==> src/rtl/breakout_block_column.sv <==
// One column of multi-hit breakout blocks: face contact detection, one hit per event, post-hit cooldown, clear flag.
// Optional macro BREAKOUT_HIT_STATS_EN adds the 16-bit saturating total_hits output.
module breakout_block_column #(
  parameter int ROWS       = 8,
  parameter int X_LEFT     = 149,
  parameter int X_RIGHT    = 164,
  parameter int Y_TOP      = 4,
  parameter int ROW_PITCH  = 74,
  parameter int ROW_HEIGHT = 72,
  parameter int EDGE       = 3,
  parameter int EXT        = 7,
  parameter int HP_W       = 2,
  parameter int HP_INIT    = 1,
  parameter int COOLDOWN   = 4
) (
  input  logic                         clk,
  input  logic                         reset,
  input  logic                         rebuild,
  input  logic [10:0]                  pix_x,
  input  logic [10:0]                  pix_y,
  input  logic [10:0]                  ball_x_l,
  input  logic [10:0]                  ball_x_r,
  input  logic [10:0]                  ball_y_t,
  input  logic [10:0]                  ball_y_b,
  output logic                         moveU,
  output logic                         moveD,
  output logic                         moveL,
  output logic                         moveR,
  output logic                         hit_valid,
  output logic [3:0]                   hit_row,
  output logic [$clog2(ROWS+1)-1:0]    destroyed_count,
  output logic                         column_clear,
  output logic                         blk_on,
  output logic [HP_W-1:0]              blk_hp
`ifdef BREAKOUT_HIT_STATS_EN
  ,
  output logic [15:0]                  total_hits
`endif
);

  localparam int CNT_W = $clog2(ROWS+1);
  localparam int CD_W  = (COOLDOWN < 2) ? 1 : $clog2(COOLDOWN+1);

  localparam logic [10:0] XL     = 11'(X_LEFT);
  localparam logic [10:0] XR     = 11'(X_RIGHT);
  localparam logic [10:0] XL_IN  = 11'(X_LEFT + EDGE);
  localparam logic [10:0] XR_IN  = 11'(X_RIGHT - EDGE);
  localparam logic [10:0] XL_EXT = 11'(X_LEFT - EXT);
  localparam logic [10:0] XR_EXT = 11'(X_RIGHT + EXT);
  localparam logic [HP_W-1:0] HP_LOAD = HP_W'(HP_INIT);

  typedef enum logic {IDLE, COOL} state_t;

  function automatic logic [HP_W-1:0] hp_dec(input logic [HP_W-1:0] hp);
    return (hp == '0) ? '0 : hp - HP_W'(1);
  endfunction

  function automatic logic [15:0] sat_inc16(input logic [15:0] v);
    return (v == 16'hFFFF) ? v : v + 16'd1;
  endfunction

  state_t            state_p1, state_nxt;
  logic [CD_W-1:0]   cd_p1, cd_nxt;
  logic [HP_W-1:0]   hp_p1  [ROWS];
  logic [HP_W-1:0]   hp_nxt [ROWS];
  logic [ROWS-1:0]   f_u, f_d, f_l, f_r, pix_in;

  logic              found_p0, hit_p0;
  logic [3:0]        win_p0;
  logic              mu_p0, md_p0, ml_p0, mr_p0;
  logic [CNT_W-1:0]  dead_nxt;
  logic              clear_nxt;

  logic              mu_p1, md_p1, ml_p1, mr_p1, vld_p1;
  logic [3:0]        row_p1;
  logic [CNT_W-1:0]  dead_p1;
  logic              clear_p1;

  // Stage 0: per-row face windows and pixel containment from the current hp array
  for (genvar g = 0; g < ROWS; g++) begin : g_row
    localparam logic [10:0] TOP    = 11'(Y_TOP + g*ROW_PITCH);
    localparam logic [10:0] TOP_IN = 11'(Y_TOP + g*ROW_PITCH + EDGE);
    localparam logic [10:0] BOT    = 11'(Y_TOP + g*ROW_PITCH + ROW_HEIGHT);
    localparam logic [10:0] BOT_IN = 11'(Y_TOP + g*ROW_PITCH + ROW_HEIGHT - EDGE);
    logic live, y_ov, x_ext;
    assign live  = |hp_p1[g];
    assign y_ov  = (ball_y_b >= TOP) && (ball_y_t <= BOT);
    assign x_ext = (ball_x_r <= XR_EXT) && (ball_x_l >= XL_EXT);
    assign f_r[g] = live && y_ov && (ball_x_l >= XR_IN) && (ball_x_l <= XR);
    assign f_l[g] = live && y_ov && (ball_x_r >= XL) && (ball_x_r <= XL_IN);
    assign f_d[g] = live && x_ext && (ball_y_t >= BOT_IN) && (ball_y_t <= BOT);
    assign f_u[g] = live && x_ext && (ball_y_b >= TOP) && (ball_y_b <= TOP_IN);
    assign pix_in[g] = live && (pix_x >= XL) && (pix_x <= XR) && (pix_y >= TOP) && (pix_y <= BOT);
  end

  always_comb begin
    found_p0 = 1'b0;
    win_p0   = '0;
    mu_p0    = 1'b0;
    md_p0    = 1'b0;
    ml_p0    = 1'b0;
    mr_p0    = 1'b0;
    for (int r = 0; r < ROWS; r++) begin
      if (!found_p0 && (f_u[r] || f_d[r] || f_l[r] || f_r[r])) begin
        found_p0 = 1'b1;
        win_p0   = 4'(r);
        mu_p0    = f_u[r];
        md_p0    = f_d[r];
        ml_p0    = f_l[r];
        mr_p0    = f_r[r];
      end
    end
  end

  assign hit_p0 = found_p0 && (state_p1 == IDLE);

  always_comb begin
    state_nxt = state_p1;
    cd_nxt    = cd_p1;
    case (state_p1)
      IDLE: if (hit_p0 && (COOLDOWN != 0)) begin
        state_nxt = COOL;
        cd_nxt    = CD_W'(COOLDOWN);
      end
      COOL: if (cd_p1 <= CD_W'(1)) begin
        state_nxt = IDLE;
        cd_nxt    = '0;
      end else begin
        cd_nxt = cd_p1 - CD_W'(1);
      end
      default: begin
        state_nxt = IDLE;
        cd_nxt    = '0;
      end
    endcase
  end

  always_comb begin
    dead_nxt = '0;
    for (int r = 0; r < ROWS; r++) begin
      hp_nxt[r] = (hit_p0 && (win_p0 == 4'(r))) ? hp_dec(hp_p1[r]) : hp_p1[r];
      if (hp_nxt[r] == '0) dead_nxt = dead_nxt + CNT_W'(1);
    end
    clear_nxt = (dead_nxt == CNT_W'(ROWS));
  end

  // Stage 1: registered hit pulses, hp array and column status
  always_ff @(posedge clk) begin
    if (!reset || rebuild) begin
      state_p1 <= IDLE;
      cd_p1    <= '0;
      for (int r = 0; r < ROWS; r++) hp_p1[r] <= HP_LOAD;
      mu_p1    <= 1'b0;
      md_p1    <= 1'b0;
      ml_p1    <= 1'b0;
      mr_p1    <= 1'b0;
      vld_p1   <= 1'b0;
      row_p1   <= '0;
      dead_p1  <= '0;
      clear_p1 <= 1'b0;
    end else begin
      state_p1 <= state_nxt;
      cd_p1    <= cd_nxt;
      for (int r = 0; r < ROWS; r++) hp_p1[r] <= hp_nxt[r];
      mu_p1    <= hit_p0 && mu_p0;
      md_p1    <= hit_p0 && md_p0;
      ml_p1    <= hit_p0 && ml_p0;
      mr_p1    <= hit_p0 && mr_p0;
      vld_p1   <= hit_p0;
      row_p1   <= hit_p0 ? win_p0 : 4'd0;
      dead_p1  <= dead_nxt;
      clear_p1 <= clear_nxt;
    end
  end

  assign moveU           = mu_p1;
  assign moveD           = md_p1;
  assign moveL           = ml_p1;
  assign moveR           = mr_p1;
  assign hit_valid       = vld_p1;
  assign hit_row         = row_p1;
  assign destroyed_count = dead_p1;
  assign column_clear    = clear_p1;

`ifdef BREAKOUT_HIT_STATS_EN
  // Rebuild leaves the lifetime hit count alone; only reset clears it
  logic [15:0] hits_p1;
  always_ff @(posedge clk) begin
    if (!reset) hits_p1 <= '0;
    else if (!rebuild && hit_p0) hits_p1 <= sat_inc16(hits_p1);
  end
  assign total_hits = hits_p1;
`endif

  // Lowest live row under the pixel supplies the colour hp
  always_comb begin
    blk_on = 1'b0;
    blk_hp = '0;
    for (int r = ROWS-1; r >= 0; r--) begin
      if (pix_in[r]) begin
        blk_on = 1'b1;
        blk_hp = hp_p1[r];
      end
    end
  end

endmodule

==> config.mk <==
export PLATFORM = sky130hd
export DESIGN_NAME = breakout_block_column
export DESIGN_NICKNAME = d
export VERILOG_FILES = /design/src/rtl/breakout_block_column.sv
export SDC_FILE = /design/constraint.sdc
export NUM_CORES = 1
export LEC_CHECK = 0
export ABC_AREA = 1
export BUFFER_PORTS_ARGS = -buffer_cell sky130_fd_sc_hd__buf_2
export CAP_MARGIN = 5
export CORE_MARGIN = 3
export CORE_UTILIZATION = 50
export CTS_BUF_LIST = sky130_fd_sc_hd__clkbuf_2
export CTS_CLUSTER_SIZE = 25
export DETAILED_ROUTE_END_ITERATION = 8
export HOLD_SLACK_MARGIN = 0.06
export PLACE_DENSITY = 0.76
export SETUP_SLACK_MARGIN = 0.05
export SYNTH_ARGS = -nofsm -noshare
export SYNTH_HDL_FRONTEND = slang
export SYNTH_SLANG_ARGS = --single-unit
==> constraint.sdc <==
create_clock -name clk -period 6 [get_ports clk]
set_input_delay 1.2 -clock clk [delete_from_list [all_inputs] [get_ports clk]]
set_output_delay 1.2 -clock clk [all_outputs]
set_load 0.02 [all_outputs]
# Word-level counts from Yosys, hierarchy flattened
# Memory sizes are Yosys's and may differ from the RTL's.
# Cells that the tools add are included.
[word_totals]
ff_bits = 18
mem_bits_rw = 16
mem_bits_ro = 0
memories = 1
latch_bits = 0
[classes]
shift = 0
bitwise = 10
add_sub_neg = 16
order_cmp = 57
mul = 0
reduce_logical = 200
n_div = 0
muxes = 104
n_eq_ne = 9
[memory_table]
columns = ["memory", "depth", "word_bits", "read_ports", "rd_clocked_by_memory_dff", "write_ports", "line_no", "rtl"]
rows = [
  ["hp_p1", 8, 2, 8, 0, 8, "64", "logic [HP_W-1:0] hp_p1 [ROWS];"],
]
[ops]
columns = ["cell", "count"]
rows = [
  ["logical AND 1 bit", 141],
  [">= comparator 11 x 8 -> 1 bit (second input constant)", 10],
  ["less-or-equal comparator 11 x 8 -> 1 bit (second input constant)", 10],
  [">= comparator 11 x 9 -> 1 bit (second input constant)", 9],
  ["less-or-equal comparator 11 x 9 -> 1 bit (second input constant)", 9],
  ["2-to-1 mux 2 bit", 32],
  ["less-or-equal comparator 11 x 10 -> 1 bit (second input constant)", 5],
  ["2-to-1 mux 1 bit", 55],
  ["2-to-1 mux 4 bit", 13],
  [">= comparator 11 x 10 -> 1 bit (second input constant)", 4],
  [">= comparator 11 x 7 -> 1 bit (second input constant)", 3],
  ["less-or-equal comparator 11 x 7 -> 1 bit (second input constant)", 3],
  ["logical NOT 2 bit", 16],
  ["adder 4 x 1 -> 4 bit (second input constant)", 7],
  ["logical OR 1 bit", 25],
  [">= comparator 11 x 3 -> 1 bit (second input constant)", 2],
  ["OR reduction 2 bit", 9],
  ["== test 4 x 3 -> 1 bit (second input constant)", 4],
  ["subtractor 2 x 1 -> 2 bit (second input constant)", 8],
  ["less-or-equal comparator 11 x 3 -> 1 bit (second input constant)", 1],
  ["== test 4 x 2 -> 1 bit (second input constant)", 2],
  ["logical NOT 1 bit", 8],
  ["OR 1 bit", 8],
  ["2-to-1 mux 3 bit", 2],
  ["9 further kinds", 10],
]

# Longest topological paths before layout
# Gate-level depths: netlist of run 1.
[depth]
depth_word = 50
ltp_mapped = 46
ltp_nobuf = 45

# Worst setup path after synthesis of run 1
# No wires, ideal clock.
[synth_timing]
path_type = "input to register"
start = "input port ball_y_b[5]"
end = "register clear_p1, in the netlist column_clear"
path_slack_ns = 0.030
t_required_ns = 5.937
setup_time_ns = 0.063
path_buffers = 1
arrival_time_ns = 5.907
path_stages = 39
cell_sequence = "buf_4 > nor2_2 > inv_2 > a21oi_2 > nand2_1 > nand3_2 > nor2_1 > nor2_1 > nand3_2 > nor2_4 > nand3_4 > nor2_4 > nand3_4 > nand2_4 > nor2_1 > nand2_1 > nand2_1 > nand2_1 > (+3 left out) > nand3_2 > nand2_4 > ha_1 > or2_2 > nand3_1 > nand2_1 > nand2_1 > nand2_1 > ha_1 > or2_1 > nand3_1 > nand3_1 > nand2_2 > inv_1 > ha_1 > o21ai_1 > nand3_1 > nor2_2"
[synth_via]
elab_chain_cells = 49
elab_cells_between_ends = 182
classes_between = "7 x add/sub; 16 x order compare; 8 x eq/ne; 31 x mux; 120 x reduce/logical"
[synth_rtl]
columns = ["item", "line_no", "rtl"]
rows = [
  ["start, declared", "24", "input logic [10:0] ball_y_b,"],
  [">= comparator 11 x 3 -> 1 bit", "87, 92", ""],
  ["logical AND 1 bit", "87", "assign y_ov = (ball_y_b >= TOP) && (ball_y_t <= BOT);"],
  ["logical AND 1 bit", "89, 90", ""],
  ["logical AND 1 bit (2 in series)", "90", "assign f_l[g] = live && y_ov && (ball_x_r >= XL) && (ball_x_r <= XL_IN);"],
  ["logical OR 1 bit (2 in series)", "104", "if (!found_p0 && (f_u[r] || f_d[r] || f_l[r] || f_r[r])) begin"],
  ["2-to-1 mux 1 bit", "104", ""],
  ["logical NOT 1 bit", "104", ""],
  ["logical AND 1 bit", "104", ""],
  ["(+31 left out)", "-", ""],
  ["2-to-1 mux 4 bit", "142", "if (hp_nxt[r] == '0) dead_nxt = dead_nxt + CNT_W'(1);"],
  ["adder 4 x 1 -> 4 bit", "142", ""],
  ["2-to-1 mux 4 bit", "142", ""],
  ["adder 4 x 1 -> 4 bit", "142", ""],
  ["2-to-1 mux 4 bit", "142", ""],
  ["adder 4 x 1 -> 4 bit", "142", ""],
  ["2-to-1 mux 4 bit (*)", "142", ""],
  ["== test 4 bit (*)", "144", "clear_nxt = (dead_nxt == CNT_W'(ROWS));"],
  ["end signal, assigned", "172", "clear_p1 <= clear_nxt;"],
  ["end, declared", "77", "logic clear_p1;"],
]
# Mark *: on every way between the ends. The rest lies on a longest branch, timed or not.
# A chain may end at the register's enable or synchronous reset.

# Worst setup path after layout of run 1
[layout_timing]
start = "input port ball_y_b[10]"
end = "register clear_p1, in the netlist column_clear"
# The elaborated chain is that of the path after synthesis.

==> impl_metrics.json, run 1 <==
{
  "cts_inserted_buffers": 5,
  "globalRouteTotalUtil_pct": 31.5,
  "clk_pin_slew_ns": 0.19,
  "fin_crit_ns": 5.74,
  "grt_pass1_vias": 6618,
  "detail-route-antenna-nets": 0,
  "die_x_um": 108,
  "yosys_register_bits": 33,
  "worstSetupEndpoint": "column_clear",
  "p_leak_nw": 3.86,
  "drt_iter0_drc": 743,
  "routed_wl_mm": 19.1,
  "post_drt_wl_per_cell_um": 14.3,
  "critPathMaxFanout": 5,
  "synth_top_area_share_pct": 13.9,
  "clk_latency_ns": 0.38,
  "cp_slowest_cell": "or2_2",
  "path_delay_family": "simple AND/OR/NAND/NOR gates",
  "seq_area_frac_synth_pct": 12.6,
  "cp.arrival_ns": 6.08,
  "max_cap_viol_count": 0,
  "setup_viol": 0,
  "cts_tree": "built",
  "syn_area_um2": 5250,
  "htree_levels": 2,
  "synth.net_count": 1024,
  "gr-total-overflow": 0,
  "pin_count": 86,
  "synth.most_common_cell": "nand2_1",
  "synthCells": 947,
  "ys_types": 58,
  "synth_async_sr_flop_share_pct": 0,
  "finalHoldViolCount": 0,
  "core_um2": 10000,
  "netlist_top_cells_area": "nand2_1, dfxtp_1, nand3_1, nor2_1, inv_1",
  "synth_common_cells": "nand2_1, nor2_1, inv_1",
  "crit_type": "in -> reg",
  "outcome": "finished, final reports clean",
  "path_buf_inv": 5,
  "placementRows": 36,
  "dpl.cell_count": 1313,
  "die-area_um2": 11800,
  "slew_violations": 0,
  "dp_hpwl_mm": 15.7,
  "cp_num_cells": 38,
  "grt_pass1_wl_mm": 30.3,
  "crit_required_ns": 6.34,
  "max_freq_ghz": 0.174,
  "yosysWarnings": 0,
  "r2r_setup_slack_ns": 0.81,
  "layout.nets": 1281,
  "drt-vias-per-instance": 5.38,
  "rr_endpoint": "column_clear",
  "worstReg2RegStart": "hp_p1[0][4]",
  "r2r_cells": 36,
  "num_antenna_cells": 0,
  "worst_clock_skew_ns": 0.0238,
  "cp-start-kind": "primary input",
  "cts_root_buf": "clkbuf_2",
  "slowest_delay_ns": 0.33,
  "layout.area.seq_um2": 661,
  "drc": 0,
  "fin_crit_sh_pct": 95.6,
  "die_y_um": 108,
  "synth-edff-count": 0,
  "synth.largest_area_cell": "nand2_1",
  "postCtsHoldBufs": 0,
  "power_density_nw_per_um2": 89.1,
  "cts_num_sinks": 33,
  "dr.pass1.iters": 6,
  "antenna_found_initial": 0,
  "drive_gt1_share_pct": 35.7,
  "final_cells": 1338,
  "clockBufferDepth": 2,
  "setup_tns_ns": 0,
  "synth_ff_type": "dfxtp_1",
  "multiInputGateArea_um2": 4150,
  "worst_pin_slew_ns": 1.12,
  "fill_cells": 888,
  "routed-via-count": 7194,
  "worst_ir_drop_vdd_uv": 64.3,
  "grt_max_degree": 15,
  "worstSetupStartpoint": "ball_y_b[10]",
  "worst_setup_path_end_kind": "register",
  "worstHoldPathType": "reg -> reg",
  "place_congestion": 1.03,
  "start_util_pct": 52.5,
  "slew-limit-headroom_pct": 25.1,
  "port_buffers": 84,
  "areaGrowthSynthToFinish_pct": 40.3,
  "synth.avg_cell_area_um2": 5.55
}
==> layout by cell type (no fill, tap or decap), drive strengths merged, types with 2 or more instances in the layout <==
| cell | count |
|---|---|
| o211ai | 9 |
| o21ai | 54 |
| nand2 | 218 |
| o2111ai | 2 |
| a221oi | 2 |
| a211oi | 2 |
| nand4 | 32 |
| inv | 161 |
| nand3 | 136 |
| o22ai | 5 |
| buf | 256 |
| nor4 | 6 |
| o32ai | 3 |
| o31ai | 4 |
| clkbuf | 7 |
| clkinv | 5 |
| o221ai | 4 |
| ha | 8 |
| and3 | 2 |
| nor3 | 29 |
| a41oi | 2 |
| or2 | 7 |
| a21oi | 38 |
| a31oi | 2 |
| a31o | 2 |
| dfxtp | 33 |
| nor2 | 158 |
| nand3b | 5 |
==> area by class of cell <==
cell class	count	share of cell area, %
Clock inverter	3	0.238
Sequential cell	33	8.96
Tap cell	133	2.26
Inverter	164	8.45
Timing Repair Buffer	258	23.5
Clock buffer	5	0.340
Multi-Input combinational cell	742	56.3
==> worst min-delay path by stage <==
| stage | startpoint | end | cells past startpoint |
|---|---|---|---|
| after floorplan | hp_p1[0][5] | hp_p1[0][5] | 2 |
| after global placement | hp_p1[0][5] | hp_p1[0][5] | 2 |
| after detailed placement | hp_p1[0][5] | hp_p1[0][5] | 2 |
| after CTS | hp_p1[0][1] | hp_p1[0][1] | 2 |
| after global routing | hp_p1[0][1] | hp_p1[0][1] | 2 |
| final | hp_p1[0][5] | hp_p1[0][5] | 2 |
==> through the flow <==
step / worst slack (ns) / power (mW) / util (%) / hold slack, ns / area, µm²
2_1_floorplan: 0.0944 / 0.385 / - / 0.442 / 5270
3_3_place_gp: -0.276 / 0.521 / 69.8 / 0.453 / 6980
3_5_place_dp: -0.392 / 0.524 / 69.8 / 0.467 / 6980
4_1_cts: 0.0984 / 0.630 / 70.3 / 0.487 / 7030
5_1_grt: -0.0402 / 0.700 / 73.7 / 0.527 / 7370
6_report: 0.262 / 0.657 / 73.7 / 0.484 / 7370
==> layer usage <==
| metal | up-vias | global-route usage [%] | share of wire, % |
|---|---|---|---|
| li1 | 3658 | - | - |
| met1 | 3178 | 40.5 | 42 |
| met2 | 316 | 55.3 | 48 |
| met3 | 42 | 3.70 | 7.5 |
| met4 | 0 | 8.75 | 2.3 |
| met5 | - | 0 | 0 |
==> where the power goes <==
part	total, mW	switching [mW]	internal, mW
logic	0.325	0.189	0.135
registers	0.223	0.00133	0.222
clock network	0.109	0.0820	0.0272
==> worst min-delay path: cells and delay by family (launching register included) <==
kind,cells,cell delay (ns)
and+or+nand+nor,1,0.04
DFF,1,0.36
AOI/OAI and AO/OA,1,0.07
==> sequential cells by signal (all words and copies together), names as in the netlist <==
| register | flops |
|---|---|
| destroyed_count | 4 |
| state_p1 | 1 |
| moveR | 1 |
| cd_p1 | 3 |
| column_clear | 1 |
| moveD | 1 |
| hit_row | 3 |
| moveU | 1 |
| hit_valid | 1 |
| moveL | 1 |
| hp_p1 | 16 |
==> logic make-up (layout without fill, tap and decap cells) <==
kind of cell	after synthesis	after routing	synth area share, %
adders and majority gates	8	8	1.91
other	1	1	0.0714
and+or+nand+nor	595	596	56.5
AOI/OAI and AO/OA	135	135	15.8
xor gates and xnor gates	2	2	0.334
DFF	33	33	12.6
buffers and inverters	173	430	12.8
==> repair_timing <==
action,4_1_cts,5_1_grt
setup endpoints to repair,1,4
pin swaps,0,35
resized for setup,1,61
setup buffers,0,16
cloned,0,1
Power figures use the tool's default switching activity.
==> run 2, diff against run 1 <==
--- a/config.mk
+++ b/config.mk
@@ -11,5 +11,5 @@
 export CORE_MARGIN = 3
 export CORE_UTILIZATION = 50
-export CTS_BUF_LIST = sky130_fd_sc_hd__clkbuf_2
+export CTS_BUF_LIST = sky130_fd_sc_hd__clkbuf_8
 export CTS_CLUSTER_SIZE = 25
 export DETAILED_ROUTE_END_ITERATION = 8
==> constraint.sdc (replaced) <==
create_clock -name clk -period 6 [get_ports clk]
set_input_delay 0 -clock clk [delete_from_list [all_inputs] [get_ports clk]]
set_output_delay 0 -clock clk [all_outputs]
set_load 0.02 [all_outputs]
==> run 2 against run 1 <==
Net effect:
- clock skew decreased by 0.016 ns
- worst setup slack better by 0.21 ns
- die area stayed put
- core utilization fell by 15 points
- non-clock buffer count shrank 169
- global-route usage fell by 5.2 points
- via count down 10%
- final cell count shrank 13%
==> impl_metrics.json, run 2 (synthesis gave the netlist of run 1 again) <==
{
  "dp_slack_ns": 0.380,
  "pin_count": 86,
  "cts_num_sinks": 33,
  "clockBufferDepth": 2,
  "top_register": "hp_p1",
  "routed_wl_mm": 15.7,
  "antenna_found_initial": 0,
  "dp_hpwl_mm": 13.1,
  "cp_num_cells": 35,
  "clk_pin_slew_ns": 0.07,
  "place_congestion": 1.02,
  "drc": 0,
  "worst_clock_skew_ns": 0.00775,
  "post_drt_wl_per_cell_um": 13.4,
  "cp_slowest_cell": "dfxtp_1",
  "postCtsHoldBufs": 0,
  "worstSetupEndpoint": "column_clear",
  "cts_setup_buffers": 0,
  "critPathMaxFanout": 6,
  "htree_levels": 2,
  "setup_tns_ns": 0,
  "die_y_um": 108,
  "path_buf_inv": 5,
  "drt_iter0_drc": 521,
  "hold_slack_ns": 0.188,
  "p_leak_nw": 3.04,
  "drive_gt1_share_pct": 21.1,
  "path_delay_family": "simple AND/OR/NAND/NOR gates",
  "worst_pin_slew_ns": 1.11,
  "routed-via-count": 6462,
  "crit_required_ns": 6.22,
  "max_cap_viol_count": 0,
  "globalRouteTotalUtil_pct": 26.3,
  "post-route-util_pct": 59.1,
  "cp.arrival_ns": 5.75,
  "grt_pass1_vias": 5775,
  "r2r_cells": 35,
  "worstHoldPathType": "in -> reg",
  "areaGrowthSynthToFinish_pct": 12.6,
  "port_buffers": 84,
  "core_um2": 10000,
  "worst_setup_path_end_kind": "register",
  "gr-total-overflow": 0,
  "setup_viol": 0,
  "max_freq_ghz": 0.181,
  "die_x_um": 108,
  "crit_type": "reg -> reg",
  "slew-limit-headroom_pct": 26.0,
  "start_util_pct": 52.5,
  "final.setup.worst_slack_ns": 0.474,
  "cpMostUsedCell": "nand2_1",
  "slowest_delay_ns": 0.36,
  "dr.pass1.iters": 5,
  "die-area_um2": 11800,
  "grt_pass1_wl_mm": 25.6,
  "slew_violations": 0,
  "fin_crit_ns": 5.53,
  "num_antenna_cells": 0,
  "grt_max_degree": 18,
  "drt-vias-per-instance": 5.53,
  "largest_reg_flops": 16,
  "final_cell_mix": "nand2_1, nor2_1, inv_1, nand3_1, buf_2",
  "rr_endpoint": "column_clear",
  "r2r_setup_slack_ns": 0.47,
  "fill_cells": 1048,
  "power_density_nw_per_um2": 104,
  "detail-route-antenna-nets": 0,
  "cp-start-kind": "register",
  "cts_tree": "built",
  "cts_inserted_buffers": 5,
  "outcome": "finished, final reports clean",
  "rsz0062_at_grt": "false",
  "worst_ir_drop_vdd_uv": 78.2,
  "clk_latency_ns": 0.28,
  "fin_crit_sh_pct": 92.1,
  "min_path_cells": 3,
  "worstSetupStartpoint": "hp_p1[0][3]",
  "post_cts_resized": 0,
  "finalHoldViolCount": 0,
  "layout.nets": 1111,
  "cts_root_buf": "clkbuf_8",
  "layout_commonest_cell": "nand2_1",
  "worstReg2RegStart": "hp_p1[0][3]",
  "placementRows": 36
}
## run 2: cell count changes in the layout (fill, tap and decap cells not counted), moves of 5 or more
cell / before / now
clkbuf_8: 0 / 5
nor2_4: 20 / 10
nand2_1: 182 / 195
nand2_2: 27 / 14
nor2_1: 117 / 132
nor2_2: 20 / 14
clkbuf_2: 5 / 0
buf_4: 174 / 5
## run 2: tightest hold or removal path, cell delays in order
cell and delay [ns]:
buf_2 0.07, nor2_1 0.22, nand2_1 0.14
## run 2: layer usage
metal  vias up  track usage (%)  share of wire [%]
met4         0             9.11                2.7
met2       288             43.2                 45
li1       3324                -                  -
met5         -                0                  0
met3        35             4.06                8.2
met1      2815             35.1                 44
## run 2: layout make-up
cell class / instances / area (µm²) / share of cell area, %
multi-input cells: 741 / 3930 / 66.4
inverters: 164 / 621 / 10.5
flip-flops and latches: 33 / 661 / 11.2
repair buffers: 89 / 458 / 7.74
clock inverters: 3 / 13.8 / 0.233
well taps: 133 / 166 / 2.81
clock buffers: 5 / 68.8 / 1.16
## run 2: how the worst min path moves through the flow
stage,from,endpoint
6_report,rebuild,hp_p1[1][4]
5_1_grt,rebuild,hp_p1[1][4]
4_1_cts,rebuild,hp_p1[1][4]
3_5_place_dp,moveR,moveR
3_3_place_gp,destroyed_count[0],destroyed_count[0]
2_1_floorplan,rebuild,column_clear
## run 2: power by group
group          internal [mW]  leakage (nW)  total [mW]  switching [mW]
clock                 0.0786        0.0491       0.159          0.0805
combinational         0.0738          2.73       0.232           0.158
sequential             0.221         0.266       0.222         0.00123
## run 2: metrics by stage
stage               cells  cell area (µm²)  power, mW
floorplan             947             5250      0.384
global placement     1160             5820      0.454
detailed placement   1160             5820      0.454
CTS                  1168             5910      0.613
global route         1168             5910      0.653
finish               1168             5910      0.613
